### config.mk
export PLATFORM = sky130hd
export DESIGN_NAME = ex_muldiv_unit
export DESIGN_NICKNAME = d
export VERILOG_FILES = /design/src/rtl/ex_muldiv_unit.sv
export SDC_FILE = /design/constraint.sdc
export NUM_CORES = 1
export LEC_CHECK = 0
export BUFFER_PORTS_ARGS = -buffer_cell sky130_fd_sc_hd__buf_2
export CORE_MARGIN = 2
export CORE_UTILIZATION = 50
export CTS_BUF_LIST = sky130_fd_sc_hd__clkbuf_16
export CTS_CLUSTER_SIZE = 12
export DETAILED_ROUTE_END_ITERATION = 10
export PLACE_DENSITY = 0.75
export SLEW_MARGIN = 20
export SYNTH_ARGS = -nofsm -noshare
export SYNTH_HDL_FRONTEND = slang
export SYNTH_SLANG_ARGS = --single-unit
### constraint.sdc
create_clock -name clk -period 18.3 [get_ports clk]
set_input_delay 3.66 -clock clk [delete_from_list [all_inputs] [get_ports clk]]
set_output_delay 3.66 -clock clk [all_outputs]
set_load 0.005 [all_outputs]
### src/rtl/ex_muldiv_unit.sv
// Iterative radix-2 RV32M multiply/divide unit for the execute stage.
// Stalls the pipeline while an operation runs; result is held until the next start.
module ex_muldiv_unit #(
    parameter int unsigned XLEN  = 32,
    parameter int unsigned CNT_W = 6
) (
    input  logic            clk,
    input  logic            reset,
    input  logic            start,
    input  logic [2:0]      funct3,
    input  logic [XLEN-1:0] rs1,
    input  logic [XLEN-1:0] rs2,
    input  logic            flush,
    output logic            stall,
    output logic            done,
    output logic [XLEN-1:0] result
);

    typedef enum logic [1:0] {
        IDLE = 2'd0,
        RUN  = 2'd1,
        DONE = 2'd2
    } state_t;

    state_t            state;
    logic [CNT_W-1:0]  cnt;
    logic [2:0]        op;
    logic [XLEN-1:0]   mag_a;
    logic [XLEN-1:0]   mag_b;
    logic              neg_res;
    logic              neg_rem;
    logic [2*XLEN-1:0] acc;

    logic              sgn1;
    logic              sgn2;
    logic              neg1;
    logic              neg2;
    logic [XLEN-1:0]   abs1;
    logic [XLEN-1:0]   abs2;
    logic              div_zero;
    logic              div_ovf;
    logic [XLEN-1:0]   fast_res;

    logic [2*XLEN-1:0] acc_nxt;
    logic [XLEN:0]     mul_sum;
    logic [XLEN:0]     div_rem;
    logic [XLEN:0]     div_diff;
    logic [2*XLEN-1:0] prod;
    logic [XLEN-1:0]   quo;
    logic [XLEN-1:0]   rem;
    logic [XLEN-1:0]   fin_res;

    always_comb begin
        sgn1     = (funct3 == 3'b001) || (funct3 == 3'b010) ||
                   (funct3 == 3'b100) || (funct3 == 3'b110);
        sgn2     = (funct3 == 3'b001) || (funct3 == 3'b100) || (funct3 == 3'b110);
        neg1     = sgn1 && rs1[XLEN-1];
        neg2     = sgn2 && rs2[XLEN-1];
        abs1     = neg1 ? -rs1 : rs1;
        abs2     = neg2 ? -rs2 : rs2;
        div_zero = funct3[2] && (rs2 == '0);
        div_ovf  = funct3[2] && !funct3[0] && (rs1 == {1'b1, {(XLEN-1){1'b0}}}) &&
                   (rs2 == '1);
        fast_res = '0;
        if (div_zero)
            fast_res = funct3[1] ? rs1 : '1;
        else if (div_ovf)
            fast_res = funct3[1] ? '0 : {1'b1, {(XLEN-1){1'b0}}};
    end

    // Multiply: acc = {partial, multiplier}, add-then-shift-right.
    // Divide:   acc = {remainder, dividend->quotient}, restoring shift-subtract.
    always_comb begin
        mul_sum  = {1'b0, acc[2*XLEN-1:XLEN]} + (acc[0] ? {1'b0, mag_a} : '0);
        div_rem  = {acc[2*XLEN-1:XLEN], acc[XLEN-1]};
        div_diff = div_rem - {1'b0, mag_b};
        if (!op[2])
            acc_nxt = {mul_sum, acc[XLEN-1:1]};
        else if (!div_diff[XLEN])
            acc_nxt = {div_diff[XLEN-1:0], acc[XLEN-2:0], 1'b1};
        else
            acc_nxt = {div_rem[XLEN-1:0], acc[XLEN-2:0], 1'b0};

        prod = neg_res ? -acc_nxt : acc_nxt;
        quo  = neg_res ? -acc_nxt[XLEN-1:0] : acc_nxt[XLEN-1:0];
        rem  = neg_rem ? -acc_nxt[2*XLEN-1:XLEN] : acc_nxt[2*XLEN-1:XLEN];
        case (op)
            3'b000:                 fin_res = prod[XLEN-1:0];
            3'b001, 3'b010, 3'b011: fin_res = prod[2*XLEN-1:XLEN];
            3'b100, 3'b101:         fin_res = quo;
            default:                fin_res = rem;
        endcase
    end

    always_comb begin
        stall = ((state == IDLE) && start && !flush) || (state == RUN);
    end

    always_ff @(posedge clk or negedge reset) begin
        if (!reset) begin
            state   <= IDLE;
            cnt     <= '0;
            op      <= '0;
            mag_a   <= '0;
            mag_b   <= '0;
            neg_res <= 1'b0;
            neg_rem <= 1'b0;
            acc     <= '0;
            done    <= 1'b0;
            result  <= '0;
        end else if (flush) begin
            state <= IDLE;
            cnt   <= '0;
            done  <= 1'b0;
        end else begin
            case (state)
                IDLE: begin
                    done <= 1'b0;
                    if (start) begin
                        if (div_zero || div_ovf) begin
                            result <= fast_res;
                            done   <= 1'b1;
                            state  <= DONE;
                        end else begin
                            op      <= funct3;
                            mag_a   <= abs1;
                            mag_b   <= abs2;
                            neg_res <= neg1 ^ neg2;
                            neg_rem <= neg1;
                            acc     <= funct3[2] ? {{XLEN{1'b0}}, abs1} : {{XLEN{1'b0}}, abs2};
                            cnt     <= '0;
                            state   <= RUN;
                        end
                    end
                end
                RUN: begin
                    acc <= acc_nxt;
                    cnt <= cnt + CNT_W'(1);
                    if (cnt == CNT_W'(XLEN-1)) begin
                        result <= fin_res;
                        done   <= 1'b1;
                        state  <= DONE;
                    end
                end
                default: begin
                    done  <= 1'b0;
                    state <= IDLE;
                end
            endcase
        end
    end

endmodule

==> metrics <==
dominant cell type by area after synthesis dfrtp_1; met1 Usage GRT 53.62%; nets between 2000 and 2500; GPL Wtd Cong 0.9996; Clock Pin Slew Worst Setup and Hold Paths about 0.07 ns; largest net degree at the start of global routing 87; synth top area cells dfrtp_1 26%, o21ai_0 6.9%, nand2_1 5.8%; max frequency 0.1198 GHz; Main synth FF type dfrtp_1; worst-margin pin slew 1.215 ns; # resized after CTS 0; busiest grt layer met2; total power draw 2.521 mW; status complete, no violations; # fillers 3254; M2 GR Usage approximately three fifths; num rows 67; worst path arrival time 8.72 ns; GRT overflow 0; Vias/cell 6.708; Crit Path Category in2reg; CP Capture Type flop; layout cells sized above 1 9.364%; Yosys warnings 0; Tot GR Track Use about two fifths; worst path required time 18.67 ns; DRC errors left 0; worst skew pair latency 0.47 ns; DRT Pass-1 Iters 8; Chip Width ~190 µm; Clk pwr share 15.8%; Net Count, Synth 2383; Root Buffer clkbuf_16; H-tree depth 4; Net Switching 1.315 mW; Mapped Avg Cell Area 7.546 µm²; most numerous cell in the Yosys netlist nand2_1; first-pass GRT wire length 105.4 mm; #FFs+latches synth 174; CP Launch Point rs2[0]; PD cells 138.3 nW/µm²; CTS tree built; Core ar. 33450 µm²; RR Startpoint acc[31]; max-cap violations 0; minimum clock period roughly 8.3 ns; vias in the first global route 16798; Inserted Clock Buffers 17; Hold Violations, Final 0; cells after synthesis between 2000 and 2500; VDD IR max 79.54 µV; fin crit share 45.61%; die area ~35000 µm²; post-route antenna net violation count 0; fin. max-slew vios 0; asr flop ratio synth 100.0%; HP Class reg2reg; sequential area share after synthesis 25.76%; Syn Std Cell Area 16900 µm²; Die Y 187.9 µm; unrepaired setup endpoints after global routing no; synth cell count leaders 262 x nand2_1, 233 x o21ai_0, 214 x nor2_1; 1st-iter DRT viols around 2400; wire per inst around 26 µm; hpwl dp 55.20 mm; Slew HR 18.63%; # setup viols final 0; Lkg Pwr 7.647 nW; Routed Wire Length 70.54 mm; Flop pwr share 22.1%; Comb pwr share 62.1%; # hold bufs at CTS 0; Layout area overhead 7.853%; number of synthesized flops with an enable pin 0; setup TNS 0 ns; clock buffer depth 2; GR Layer Usage met3 approximately 6.5%; Port Buffer Count about 100; HP Start result[4]; Clock Skew 0.01424 ns; Pint 1.205 mW; Initial Util 50.54%; Via Count 18198; initial antenna violation count 0; CP Launch Type input port; total setup buffers inserted after CTS 0; sw frac 52.18%; crit-path max FO 25; Yosys cell types 92; Yosys top cell area share 25.76%; # clock sinks 174; IO Pins 105
==> sequential cells by signal, indices dropped and copies added (netlist names) <==
register,cells
done,1
result,32
mag_b,32
op,3
neg_rem,1
neg_res,1
mag_a,32
acc,64
cnt,6
state,2
==> cell type report <==
class,instances,area (µm²),share of cell area (%)
multi-input combinational,1860,11730,64.35
antenna,1,2.502,0.01373
sequential,174,4358,23.90
tap,448,560.5,3.075
clock buffer,17,425.4,2.333
inverter,70,262.8,1.441
clock inverter,15,183.9,1.009
timing repair buffer,128,706.9,3.878
==> cell usage in the layout, fill, tap and decap left out, types with 61 or more instances in the layout <==
master	instances
nand2_1	262
o21ai_0	233
nor2_1	214
a21oi_1	192
dfrtp_1	173
xnor2_1	109
buf_2	103
xor2_1	79
inv_1	70
ha_1	70
nor3_1	61
==> worst paths after layout <==
kind	end	slack, ns	depth (start not counted)
min in group asynchronous	cnt[4]	3.12	1
max reg2reg	result[30]	10.82	22
max	result[10]	9.95	15
max in group asynchronous	op[2]	13.78	2
min	result[4]	0.48	2
min reg2reg	result[4]	0.48	2
==> power groups by stage <==
stage	sequential (mW)	combinational (mW)	clock [mW]
floorplan	0.513	1.08	0
global placement	0.560	1.49	0
detailed placement	0.561	1.50	0
CTS	0.554	1.51	0.400
global route	0.567	1.67	0.413
finish	0.558	1.56	0.399
==> metal layers <==
layer	up-vias	routed length [µm]
met5	-	0
met4	0	4654
met3	238	6915
met2	1129	30420
met1	8672	28550
li1	8159	-
==> through the flow <==
step	area, µm²	hold slack, ns	setup WS, ns	instances	util (%)
after floorplan	16900	0.4515	10.78	2240	-
after global placement	17610	0.4579	9.888	2680	52.66
after detailed placement	17620	0.4674	9.651	2680	52.68
after CTS	18230	0.4840	10.14	2712	54.50
after global routing	18230	0.5037	9.703	2712	54.50
final	18230	0.4786	9.953	2713	54.51
==> kinds of logic after synthesis <==
kind of cell	count (synthesis)	share of synthesized area, %
xor+xnor	188	9.741
fa+ha+maj	72	5.418
compound gates	747	27.82
simple gates	784	22.01
mux	69	4.234
buf+inv	206	5.011
flops	174	25.76
==> worst max-delay path, cell delays in order <==
cell and delay, ns:
buf_2 0.13, inv_1 0.11, ha_1 0.19, nand2_1 0.13, nor4_1 0.74, nand4_1 0.33, nor2_1 0.66, a31oi_1 0.22
or3b_1 0.42, a211o_1 0.32, inv_1 0.57, nand2_1 0.58, a221oi_1 0.38, o21ai_0 0.15, o211ai_1 0.13
(Power assumes the default switching activity.)
